[src/rtl/axi_burst_scheduler_pkg.sv]
// Shared AXI encodings, the 4 KB page size and the FSM state type for the burst scheduler.
package axi_burst_scheduler_pkg;

    localparam logic [1:0] AXI_BURST_INCR = 2'd1;
    localparam logic [1:0] AXI_RESP_OKAY  = 2'd0;
    localparam logic [1:0] AXI_RESP_SLVERR = 2'd2;
    localparam logic [1:0] AXI_RESP_DECERR = 2'd3;

    localparam int unsigned PAGE_BYTES = 4096;

    typedef enum logic [1:0] {
        ST_IDLE,
        ST_CALC,
        ST_ISSUE,
        ST_DRAIN
    } state_t;

    function automatic logic [31:0] min32(input logic [31:0] a, input logic [31:0] b);
        return (a < b) ? a : b;
    endfunction

endpackage

[src/rtl/axi_burst_split.sv]
// Sizes the next burst: bytes to issue (4 KB and MAX_BEATS limited), beat count,
// and the byte strobe for the last beat of the whole transfer.
module axi_burst_split
    import axi_burst_scheduler_pkg::*;
#(
    parameter int DATA_WBITS = 512,
    parameter int MAX_BEATS  = 256
) (
    input  logic [11:0]             addr_lo,
    input  logic [31:0]             remaining,
    output logic [31:0]             bb,
    output logic [8:0]              beats,
    output logic [DATA_WBITS/8-1:0] tail_strb
);
    localparam int DBYTES = DATA_WBITS / 8;
    localparam int ASZ    = $clog2(DBYTES);
    localparam logic [31:0] MAX_BYTES = 32'(MAX_BEATS * DBYTES);

    logic [31:0] to_4k;
    logic [31:0] rounded;

    always_comb begin
        to_4k   = 32'(PAGE_BYTES) - {20'd0, addr_lo};
        bb      = min32(min32(remaining, to_4k), MAX_BYTES);
        rounded = bb + 32'(DBYTES - 1);
        beats   = 9'(rounded >> ASZ);
        tail_strb = '1;
        // A transfer that is not a whole number of beats keeps only the low bytes on its final beat.
        if (remaining[ASZ-1:0] != '0) begin
            for (int i = 0; i < DBYTES; i++) begin
                if (i >= int'(remaining[ASZ-1:0])) tail_strb[i] = 1'b0;
            end
        end
    end

endmodule

[src/rtl/axi_burst_scheduler.sv]
// AXI4 write master: splits one command into INCR bursts, streams a counting
// data pattern on W and retires B responses with a bounded outstanding count.
module axi_burst_scheduler
    import axi_burst_scheduler_pkg::*;
#(
    parameter int DATA_WBITS      = 512,
    parameter int MAX_BEATS       = 256,
    parameter int MAX_OUTSTANDING = 4
) (
    input  logic                    clk,
    input  logic                    reset,
    input  logic [63:0]             cmd_addr,
    input  logic [31:0]             cmd_bytes,
    input  logic                    cmd_valid,
    output logic                    cmd_ready,
    output logic                    busy,
    output logic                    done,
    output logic                    bresp_err,
    output logic [63:0]             M_AXI_AWADDR,
    output logic [7:0]              M_AXI_AWLEN,
    output logic [2:0]              M_AXI_AWSIZE,
    output logic [1:0]              M_AXI_AWBURST,
    output logic                    M_AXI_AWVALID,
    input  logic                    M_AXI_AWREADY,
    output logic [DATA_WBITS-1:0]   M_AXI_WDATA,
    output logic [DATA_WBITS/8-1:0] M_AXI_WSTRB,
    output logic                    M_AXI_WLAST,
    output logic                    M_AXI_WVALID,
    input  logic                    M_AXI_WREADY,
    input  logic [1:0]              M_AXI_BRESP,
    input  logic                    M_AXI_BVALID,
    output logic                    M_AXI_BREADY
);
    localparam int DBYTES = DATA_WBITS / 8;
    localparam int ASZ    = $clog2(DBYTES);
    localparam logic [3:0] OUT_MAX = 4'(MAX_OUTSTANDING);

    state_t state, state_nxt;

    logic [63:0]       addr_q, awaddr_q;
    logic [31:0]       rem_q, bb_q, beat_cnt;
    logic [7:0]        awlen_q, burst_cnt;
    logic [DBYTES-1:0] tail_strb_q;
    logic              last_burst_q;
    logic              awvalid_q, wvalid_q, aw_done, w_done;
    logic [3:0]        outstanding;
    logic              done_q, busy_q, err_q;

    logic [31:0]       bb_c;
    logic [8:0]        beats_c;
    logic [DBYTES-1:0] tail_c;

    logic cmd_accept, aw_hs, w_hs, wlast, burst_end, calc_go, b_dec, drain_exit;
    logic unused_addr_lsb;

    assign unused_addr_lsb = ^cmd_addr[ASZ-1:0];

    axi_burst_split #(
        .DATA_WBITS (DATA_WBITS),
        .MAX_BEATS  (MAX_BEATS)
    ) u_split (
        .addr_lo   (addr_q[11:0]),
        .remaining (rem_q),
        .bb        (bb_c),
        .beats     (beats_c),
        .tail_strb (tail_c)
    );

    assign cmd_accept = cmd_valid && (state == ST_IDLE);
    assign aw_hs      = awvalid_q && M_AXI_AWREADY;
    assign w_hs       = wvalid_q && M_AXI_WREADY;
    assign wlast      = (burst_cnt == awlen_q);
    // AW and W complete independently; the burst ends once both have.
    assign burst_end  = (state == ST_ISSUE) && (aw_done || aw_hs) && (w_done || (w_hs && wlast));
    assign calc_go    = (state == ST_CALC) && (outstanding != OUT_MAX);
    assign b_dec      = M_AXI_BVALID && (outstanding != 4'd0);
    assign drain_exit = (state == ST_DRAIN) && (outstanding == 4'd0);

    always_ff @(posedge clk) begin
        if (reset) state <= ST_IDLE;
        else       state <= state_nxt;
    end

    always_comb begin
        state_nxt = state;
        case (state)
            ST_IDLE:  if (cmd_accept && cmd_bytes != 32'd0) state_nxt = ST_CALC;
            ST_CALC:  if (calc_go) state_nxt = ST_ISSUE;
            ST_ISSUE: if (burst_end) state_nxt = (rem_q != bb_q) ? ST_CALC : ST_DRAIN;
            ST_DRAIN: if (drain_exit) state_nxt = ST_IDLE;
            default:  state_nxt = ST_IDLE;
        endcase
    end

    always_ff @(posedge clk) begin
        if (reset) begin
            addr_q       <= '0;
            awaddr_q     <= '0;
            rem_q        <= '0;
            bb_q         <= '0;
            beat_cnt     <= '0;
            awlen_q      <= '0;
            burst_cnt    <= '0;
            tail_strb_q  <= '1;
            last_burst_q <= 1'b0;
            awvalid_q    <= 1'b0;
            wvalid_q     <= 1'b0;
            aw_done      <= 1'b0;
            w_done       <= 1'b0;
            outstanding  <= '0;
            done_q       <= 1'b0;
            busy_q       <= 1'b0;
            err_q        <= 1'b0;
        end else begin
            done_q <= 1'b0;
            if (M_AXI_BVALID && M_AXI_BRESP != AXI_RESP_OKAY) err_q <= 1'b1;
            if (cmd_accept) begin
                addr_q   <= {cmd_addr[63:ASZ], ASZ'(0)};
                rem_q    <= cmd_bytes;
                beat_cnt <= '0;
                err_q    <= 1'b0;
                if (cmd_bytes == 32'd0) done_q <= 1'b1;
                else                    busy_q <= 1'b1;
            end
            if (calc_go) begin
                awaddr_q     <= addr_q;
                awlen_q      <= 8'(beats_c - 9'd1);
                bb_q         <= bb_c;
                tail_strb_q  <= tail_c;
                last_burst_q <= (bb_c == rem_q);
                burst_cnt    <= '0;
                awvalid_q    <= 1'b1;
                wvalid_q     <= 1'b1;
                aw_done      <= 1'b0;
                w_done       <= 1'b0;
            end
            if (aw_hs) begin
                awvalid_q <= 1'b0;
                aw_done   <= 1'b1;
            end
            if (w_hs) begin
                beat_cnt <= beat_cnt + 32'd1;
                if (wlast) begin
                    wvalid_q <= 1'b0;
                    w_done   <= 1'b1;
                end else begin
                    burst_cnt <= burst_cnt + 8'd1;
                end
            end
            if (burst_end) begin
                addr_q <= addr_q + {32'd0, bb_q};
                rem_q  <= rem_q - bb_q;
            end
            case ({burst_end, b_dec})
                2'b10:   outstanding <= outstanding + 4'd1;
                2'b01:   outstanding <= outstanding - 4'd1;
                default: outstanding <= outstanding;
            endcase
            if (drain_exit) begin
                done_q <= 1'b1;
                busy_q <= 1'b0;
            end
        end
    end

    assign cmd_ready     = (state == ST_IDLE);
    assign busy          = busy_q;
    assign done          = done_q;
    assign bresp_err     = err_q;
    assign M_AXI_AWADDR  = awaddr_q;
    assign M_AXI_AWLEN   = awlen_q;
    assign M_AXI_AWSIZE  = 3'(ASZ);
    assign M_AXI_AWBURST = AXI_BURST_INCR;
    assign M_AXI_AWVALID = awvalid_q;
    assign M_AXI_WDATA   = DATA_WBITS'(beat_cnt);
    assign M_AXI_WSTRB   = (last_burst_q && wlast) ? tail_strb_q : '1;
    assign M_AXI_WLAST   = wlast;
    assign M_AXI_WVALID  = wvalid_q;
    assign M_AXI_BREADY  = 1'b1;

endmodule

[config.mk]
export PLATFORM = sky130hd
export DESIGN_NAME = axi_burst_scheduler
export DESIGN_NICKNAME = d
export VERILOG_FILES = /design/src/rtl/axi_burst_scheduler_pkg.sv /design/src/rtl/axi_burst_split.sv /design/src/rtl/axi_burst_scheduler.sv
export SDC_FILE = /design/constraint.sdc
export NUM_CORES = 1
export LEC_CHECK = 0
export CORE_AREA = 2 2 293 295
export DETAILED_ROUTE_END_ITERATION = 16
export DIE_AREA = 0 0 295 297
export GPL_ROUTABILITY_DRIVEN = 0
export SLEW_MARGIN = 20
export SYNTH_ARGS = -nofsm -noshare
export SYNTH_HDL_FRONTEND = slang
export SYNTH_SLANG_ARGS = --single-unit
export TNS_END_PERCENT = 10
[constraint.sdc]
create_clock -name clk -period 5.2 [get_ports clk]
set_input_delay 0.78 -clock clk [delete_from_list [all_inputs] [get_ports clk]]
set_output_delay 0.78 -clock clk [all_outputs]
set_load 0.02 [all_outputs]
* After elaboration in Yosys (flattened, before gate mapping)
Cells that the tools add are included.
Storage, ports and cells: register bits 318, input port bits 104, output and inout port bits 661, logic and storage cells 230
Operators by class: add/subtract/negate cells 9, bitwise logic cells 1, order comparisons 65, multiplexer cells 94, reductions and logical operators 30, equal/unequal tests 13
Operators by type and width (count):
- 64-bit 2-to-1 mux | 4
- 32-bit 2-to-1 mux | 6
- 6-bit greater-or-equal comparator (first input constant) | 31
- 5-bit by 6-bit greater-or-equal comparator with 1-bit output (first input constant) | 16
- 1-bit 2-to-1 mux | 74
- 64-bit by 32-bit adder with 64-bit output | 1
- 4-bit by 6-bit greater-or-equal comparator with 1-bit output (first input constant) | 8
- 32-bit by 1-bit adder with 32-bit output (second input constant) | 1
- 32-bit equality test | 1
- 32-bit logical NOT | 1
- 32-bit by 15-bit < comparator with 1-bit output (second input constant) | 1
- 32-bit < comparator | 1
- 32-bit != test | 1
- 32-bit nonzero test | 1
- 32-bit subtractor | 1
- 3-bit by 6-bit greater-or-equal comparator with 1-bit output (first input constant) | 4
- 8-bit 2-to-1 mux | 3
- 14-bit by 6-bit adder with 14-bit output (second input constant) | 1
- 13-bit by 12-bit subtractor with 14-bit output (first input constant) | 1
- 1-bit by 6-bit greater-or-equal comparator with 1-bit output (first input constant) | 2
- 2-bit by 6-bit greater-or-equal comparator with 1-bit output (first input constant) | 2
- 1-bit logical AND | 12
- 2-bit 2-to-1 mux | 5
- 2-bit nonzero test | 5
- 21 further kinds | 29

* Depth between registers and ports, before layout
Gate-level depths: netlist of the first run.
depth in word-level cells 7, mapped depth 23, depth with buffers taken out 20

* Hierarchy
A second synthesis of the first run with hierarchy kept.
Second synthesis, totals: cells, all modules 3060, area, all modules 22754.3 um2
Modules (own cells, without submodules):
- axi_burst_scheduler | seq. area each 6366.1 um2, cells an instance 2762, times used 1, area an instance 20895.0 um2
- axi_burst_split | seq. area each 0.0 um2, cells an instance 298, times used 1, area an instance 1859.3 um2

* Worst setup path before layout of the first run
No wires, ideal clock.
kind register to register, start point reg addr_q[0], end point reg awlen_q[6], in the netlist M_AXI_AWLEN[6], arrival time 4.684 ns, buffers on the path 2, setup time 0.123 ns, cell stages (with the launch flop) 22, path slack 0.393 ns, clock period less this slack 4.807 ns, path through dfxtp_1 buf_6 inv_1 ha_1 nor3b_1 nand2_1 or4_1 xor2_1 inv_1 ha_1 nand2_1 o21ai_0 nand3_1 nand2_1 a21oi_2 buf_4 mux2_2 or2_2 ha_1 or4_1 a211oi_1 nor3b_1
Between the ends: longest elaborated chain between the ends 7
RTL lines:
- start: declaration | RTL line axi_burst_scheduler.sv:40 | logic [63:0] addr_q, awaddr_q;
- start signal: assignment | RTL line axi_burst_scheduler.sv:118 | addr_q <= {cmd_addr[63:ASZ], ASZ'(0)};
- start signal: assignment | RTL line axi_burst_scheduler.sv:151 | addr_q <= addr_q + {32'd0, bb_q};
- 13-bit by 12-bit subtractor with 14-bit output * | RTL line axi_burst_split.sv:23 | to_4k = 32'(PAGE_BYTES) - {20'd0, addr_lo};
- 32-bit < comparator | RTL line axi_burst_scheduler_pkg.sv:19 | return (a < b) ? a : b;
- 32-bit 2-to-1 mux * | RTL line axi_burst_scheduler_pkg.sv:19
- 32-bit by 15-bit < comparator with 1-bit output | RTL line axi_burst_scheduler_pkg.sv:19
- 32-bit 2-to-1 mux * | RTL line axi_burst_scheduler_pkg.sv:19
- 14-bit by 6-bit adder with 14-bit output * | RTL line axi_burst_split.sv:25 | rounded = bb + 32'(DBYTES - 1);
- 8-bit by 1-bit subtractor with 8-bit output * | RTL line axi_burst_scheduler.sv:127 | awlen_q <= 8'(beats_c - 9'd1);
- end signal: assignment | RTL line axi_burst_scheduler.sv:127
- end: declaration | RTL line axi_burst_scheduler.sv:42 | logic [7:0] awlen_q, burst_cnt;
Mark *: on every way between the ends. The rest lies on a longest branch, timed or not. A chain may end at the register's enable or synchronous reset.

* Worst setup path in the final report of the first run
start point reg addr_q[1], end point reg awlen_q[6], in the netlist M_AXI_AWLEN[6]
Same word-level chain as after synthesis.

==> results.tsv, run 1 <==
metric	value	unit
slowest stage delay, CP	0.56	ns
WP buf/inv	3	
initial antenna violation count	4	
Mapped Avg Cell Area	7.59	µm²
# rows	107	
CP endpoint kind	flop	
Fin Setup TNS	0	ns
top cells by count, synth	buf_4, nand2_1, dfxtp_1	
critical path startpoint category	flop	
P&R area growth vs syn	16.3	%
Pwr Density	332	mW/mm²
EDFF count, synth	0	
ANT nets after route	0	
CTS tree	built	
Slew HR	35.4	%
Synth area leaders	dfxtp_1, buf_4, nand2_1	
Initial Util	25.9	%
post-synth top area cell	dfxtp_1	
RSZ-0062 raised after global routing	no	
TritonCTS Sinks	318	
post-CTS sizing	0	
ys async rst share	0	%
global route overflow	0	
worst-path cell chain	inv_1 -> ha_1 -> nor3b_1 -> buf_4 -> nand2_1 -> or4_1 -> xor2_1 -> inv_1 -> ha_1 -> nand2_1 -> o21ai_0 -> nand3_1 -> nand2_1 -> a21oi_2 -> mux2_2 -> or2_2 -> ha_1 -> or4_1 -> a211oi_1 -> nor3b_1	
endpoints failing setup	0	
final-report max-slew violation count	0	
Max Freq	210	MHz
clk slew on worst S/H paths	0.06	ns
CP max stage cell	or4_1	
largest net degree at the start of global routing	107	
area of the multi-input gates	0.0128	mm²
final hold slack	0.435	ns
Arr. time, crit path	5.22	ns
vias in the first global route	17100	
Ports	765	
DPL Wire Length	50.7	mm
Routed wire per std cell	16.1	µm
post-DR vias/cell	4.50	
clock latency on the worst-skew pair	0.57	ns
top-area cell type share of the netlist area	29.1	%
Syn Inst Count	2882	
ys flop type	dfxtp_1	
CTS Buffer Depth	3	
worst min-delay path class	reg -> reg	
post-synth cell types	76	
CORE AREA	0.0845	mm²
final wirelength	68.7	mm
Slew @ Worst Pin	0.970	ns
Fill cells	9086	
initial DRC count	1197	
nets@finish	3264	
Final Hold Viols	0	
Worst VDD drop	0.000183	V
maximum capacitance violations	0	
fin crit period	4.77	ns
DRC Markers	0	
Fin Clk Skew	0.0151	ns
TritonCTS buffer count	43	
wire length of the first global-routing pass	103	mm
Root Buffer	clkbuf_16	
Reg area	0.00637	mm²
CP delay by family, top	simple AND/OR/NAND/NOR gates	
Tcrit/Tclk final	91.8	%
count of state elements after synthesis	318	
DIE WIDTH	295	µm
Die Ht	297	µm
P_leak	0.0102	µW
all-layer global routing usage	14.9	%
PortBufs	272	
CP Max Fanout	7	
layout cells sized above 1	7.46	%
Seq/Total Area, Yosys	29.1	%
# H-tree levels	2	
hold_buf cts	0	
Post-Syn Area	0.0219	mm²
via count	19200	
CP required	5.64	ns
Die ar.	0.0876	mm²
post-CTS setup buffer count	0	
run status	complete, no violations	
most frequent cell after synthesis	buf_4	
drt first pass iters	5	
Synth warnings	0	
Setup CP Type	reg -> reg	
Design Power	8440	µW
## sequential cells by signal (all words and copies together), names as in the netlist, 2 cells and up
register,cells
burst_cnt,8
addr_q,64
tail_strb_q,64
outstanding,4
state,2
M_AXI_AWADDR,64
beat_cnt,32
bb_q,32
M_AXI_AWLEN,8
rem_q,32
## report_power, final
part           leakage, µW  total, µW  internal (µW)  switching [µW]
clock             0.000737       3180           1960            1220
combinational      0.00687       2410            816            1600
sequential         0.00259       2850           2640             202
total               0.0102       8440           5420            3020
## placed cells by master, fill, tap and decap left out, drive strengths merged, types with 46 or more instances in the layout
| cell | count |
|---|---|
| a21oi | 211 |
| a311oi | 46 |
| clkbuf | 58 |
| clkdlybuf4s50 | 271 |
| conb | 486 |
| dfxtp | 318 |
| ha | 82 |
| inv | 76 |
| nand2 | 432 |
| nand3 | 85 |
| nor2 | 192 |
| nor3 | 52 |
| o21ai | 81 |
| or2 | 77 |
| xnor2 | 51 |
## path summary, 6_finish.rpt
kind | from | to | slack, ns | cells past startpoint
worst min-delay path | tail_strb_q[0]$_SDFFE_PP1P_ | tail_strb_q[0]$_SDFFE_PP1P_ | 0.44 | 1
worst min register to register | tail_strb_q[0]$_SDFFE_PP1P_ | tail_strb_q[0]$_SDFFE_PP1P_ | 0.44 | 1
worst max register to register | addr_q[1]$_SDFFE_PP0P_ | M_AXI_AWLEN[6]$_SDFFE_PP0P_ | 0.43 | 20
worst max-delay path | addr_q[1]$_SDFFE_PP0P_ | M_AXI_AWLEN[6]$_SDFFE_PP0P_ | 0.43 | 20
## cells by family (layout without fill, tap and decap cells)
family | count (synthesis) | after routing | synth area share, %
multiplexers | 23 | 23 | 1.16
flip-flops | 318 | 318 | 29.1
other | 2 | 492 | 0.0343
buffers and inverters | 717 | 459 | 20.8
XOR/XNOR | 88 | 88 | 3.52
adder cells (fa/ha/maj) | 85 | 85 | 4.96
AND/OR/NAND/NOR | 1051 | 1051 | 22.6
AO/OA/AOI/OAI | 598 | 598 | 17.9
## layer usage
| layer | up-vias | wire length (µm) | global-route usage (%) | share of wire [%] |
|---|---|---|---|---|
| met4 | 6 | 1740 | 4.14 | 2.5 |
| met3 | 104 | 4100 | 2.56 | 6.0 |
| met2 | 643 | 32200 | 24.6 | 47 |
| met5 | - | 34 | 0 | 0.049 |
| met1 | 9005 | 30700 | 19.9 | 45 |
| li1 | 9410 | - | - | - |
## worst reg2reg max path, stage by stage (launching register included)
cell      delay [ns]
dfxtp_1         0.39
inv_1           0.09
ha_1            0.23
nor3b_1         0.20
buf_4           0.17
nand2_1         0.09
or4_1           0.43
xor2_1          0.18
inv_1           0.07
ha_1            0.27
nand2_1         0.09
o21ai_0         0.12
nand3_1         0.11
nand2_1         0.06
a21oi_2         0.32
mux2_2          0.40
or2_2           0.30
ha_1            0.27
or4_1           0.56
a211oi_1        0.23
nor3b_1         0.08
## stage by stage
step	utilization (%)	cell area, µm²	instances	worst slack [ns]
after floorplan	-	23700	3366	0.393
after global placement	28.3	23900	4174	0.501
after global routing	30.1	25400	4253	0.0113
final	30.1	25500	4258	0.427
after CTS	30.1	25400	4252	0.430
after detailed placement	28.3	23900	4174	0.461
## cell type report
| class | instances | area share (%) |
|---|---|---|
| repair buffers | 306 | 11.9 |
| well taps | 1144 | 5.62 |
| diodes | 6 | 0.0590 |
| clock buffers | 57 | 4.83 |
| flip-flops and latches | 318 | 25.0 |
| clock inverters | 21 | 1.12 |
| inverters | 75 | 1.11 |
| multi-input cells | 2331 | 50.4 |
No activity file was read; power rests on OpenSTA's default activity.
==> inputs of run 2 (changes only) <==
--- a/config.mk
+++ b/config.mk
@@ -9,6 +9,7 @@
 export DETAILED_ROUTE_END_ITERATION = 16
 export DIE_AREA = 0 0 295 297
 export GPL_ROUTABILITY_DRIVEN = 0
+export RECOVER_POWER = 100
 export SLEW_MARGIN = 20
 export SYNTH_ARGS = -nofsm -noshare
 export SYNTH_HDL_FRONTEND = slang
==> constraint.sdc (replaced) <==
create_clock -name clk -period 4.5 [get_ports clk]
set_input_delay 0.675 -clock clk [delete_from_list [all_inputs] [get_ports clk]]
set_output_delay 0.675 -clock clk [all_outputs]
set_load 0.02 [all_outputs]
==> run 2 against run 1 <==
Against the previous run: the run now ends with max-capacitance violations, max-slew violations left; non-clock buffer count is 19 higher; global-route usage increased by 0.072 points; sequential share of layout area shrank 0.082 points; via count grew 0.50%; critical path type unchanged.
==> results.tsv, run 2 (synthesis results as in run 1) <==
metric	value	unit
run status	finished, violations left	
failing checks	max-capacitance violations, max-slew violations	
Slew HR	-68.3	%
final hold slack	0.438	ns
critical path startpoint category	flop	
Max Freq	233	MHz
drt first pass iters	5	
initial DRC count	1230	
PortBufs	272	
Worst VDD drop	0.000201	V
Final Hold Viols	0	
Root Buffer	clkbuf_16	
ANT nets after route	0	
Initial Util	25.9	%
CTS Buffer Depth	3	
worst-path cell chain	inv_1 -> ha_4 -> nor3b_4 -> nand2_2 -> or4_4 -> xor2_4 -> inv_1 -> ha_1 -> nand2_2 -> o21ai_2 -> nand3_1 -> nand2_1 -> a21oi_2 -> mux2_2 -> or2_2 -> ha_2 -> or4_4 -> a211oi_2 -> nor3b_2	
Setup CP Type	reg -> reg	
slowest stage delay, CP	0.55	ns
CP max stage cell	or4_4	
Fill cells	9161	
vias in the first global route	17300	
nets@finish	3281	
# rows	107	
Fin Clk Skew	0.0287	ns
Slew @ Worst Pin	2.53	ns
all-layer global routing usage	15.0	%
largest net degree at the start of global routing	116	
P_leak	0.0106	µW
P_sw	3490	µW
Routed wire per std cell	16.3	µm
wire length of the first global-routing pass	104	mm
P&R area growth vs syn	16.7	%
CP endpoint kind	flop	
post-DR vias/cell	4.51	
via count	19300	
maximum capacitance violations	5	
worst min-delay path class	reg -> reg	
DPL Wire Length	51.5	mm
layout cells sized above 1	8.06	%
commonest non-fill, non-tap cell in the layout	conb_1	
Clk pwr share	36.5	%
Arr. time, crit path	4.74	ns
fin crit period	4.30	ns
post-layout util	30.2	%
Die ar.	0.0876	mm²
global route overflow	0	
final-report max-slew violation count	280	
Comb pwr share	29.2	%
clock latency on the worst-skew pair	0.57	ns
hold_buf cts	0	
most frequent cells in the layout	conb_1, nand2_1, dfxtp_1, a21oi_1, nor2_1	
Ports	765	
final wirelength	69.5	mm
Fin Setup TNS	0	ns
DIE WIDTH	295	µm
CORE AREA	0.0845	mm²
Net Sw Frac	36.2	%
DRC Markers	0	
Pint	6140	µW
Pwr Density	377	mW/mm²
CTS tree	built	
CP required	4.95	ns
endpoints failing setup	0	
initial antenna violation count	7	
TritonCTS buffer count	41	
TritonCTS Sinks	318	
CP Max Fanout	4	
Die Ht	297	µm
# H-tree levels	2	
Flop pwr share	34.3	%
Tcrit/Tclk final	95.5	%
clk slew on worst S/H paths	0.06	ns
-- run 2: changes by cell type in the layout (fill, tap and decap cells not counted), sizes merged, moves of 3 or more --
cell / before / now
clkdlybuf4s50: 271 / 159
dlygate4sd3: 0 / 112
buf: 34 / 44
clkbuf: 58 / 62
clkinv: 10 / 13
-- run 2: path summary, 6_finish.rpt --
check,startpoint,end,slack (ns),cells past startpoint
max,addr_q[0]$_SDFFE_PP0P_,M_AXI_AWLEN[6]$_SDFFE_PP0P_,0.20,19
min,tail_strb_q[63]$_SDFFE_PP1P_,tail_strb_q[63]$_SDFFE_PP1P_,0.44,2
max reg2reg,addr_q[0]$_SDFFE_PP0P_,M_AXI_AWLEN[6]$_SDFFE_PP0P_,0.20,19
min reg2reg,tail_strb_q[63]$_SDFFE_PP1P_,tail_strb_q[63]$_SDFFE_PP1P_,0.44,2
-- run 2: per-stage QoR --
step	worst slack [ns]	cell area (µm²)	power, µW	instances
after detailed placement	0.113	24100	6170	4192
after global placement	0.108	24100	6150	4192
after global routing	-0.0577	25500	10200	4271
after floorplan	0.0164	23700	5630	3366
after CTS	0.0803	25500	9780	4268
final	0.203	25500	9620	4274
-- run 2: area by class of cell --
cell class / instances / area, µm² / share of cell area (%)
Antenna cell: 5 / 12.5 / 0.0490
Inverter: 75 / 283 / 1.11
Clock inverter: 24 / 270 / 1.06
Multi-Input combinational cell: 2331 / 12900 / 50.4
Tap cell: 1144 / 1430 / 5.61
Clock buffer: 52 / 1160 / 4.54
Sequential cell: 318 / 6370 / 24.9
Timing Repair Buffer: 325 / 3130 / 12.3
-- run 2: timing repair --
item	4_1_cts	5_1_grt
setup buffers	0	1
endpoints found under the setup margin	0	5
gates resized for setup	0	10
-- run 2: metal layers --
| layer | GRT usage, % | routed length (µm) |
|---|---|---|
| met5 | 0 | 13 |
| met3 | 2.53 | 4130 |
| met1 | 19.8 | 31000 |
| met2 | 25.1 | 33100 |
| met4 | 3.79 | 1300 |
-- run 2: worst max-delay path, delay by kind of cell (launching register included) --
family | cells | cell delay [ns]
AO/OA/AOI/OAI | 3 | 0.50
XOR/XNOR | 1 | 0.15
adder cells (fa/ha/maj) | 3 | 0.65
buffers and inverters | 2 | 0.17
flip-flops | 1 | 0.31
multiplexers | 1 | 0.36
AND/OR/NAND/NOR | 9 | 2.01
-- run 2: power groups by stage --
stage,logic [µW],registers [µW],clock network [µW]
5_1_grt,3110,3330,3740
3_5_place_dp,2810,3360,0
3_3_place_gp,2800,3360,0
4_1_cts,2830,3300,3660
2_1_floorplan,2340,3290,0
6_report,2810,3300,3510
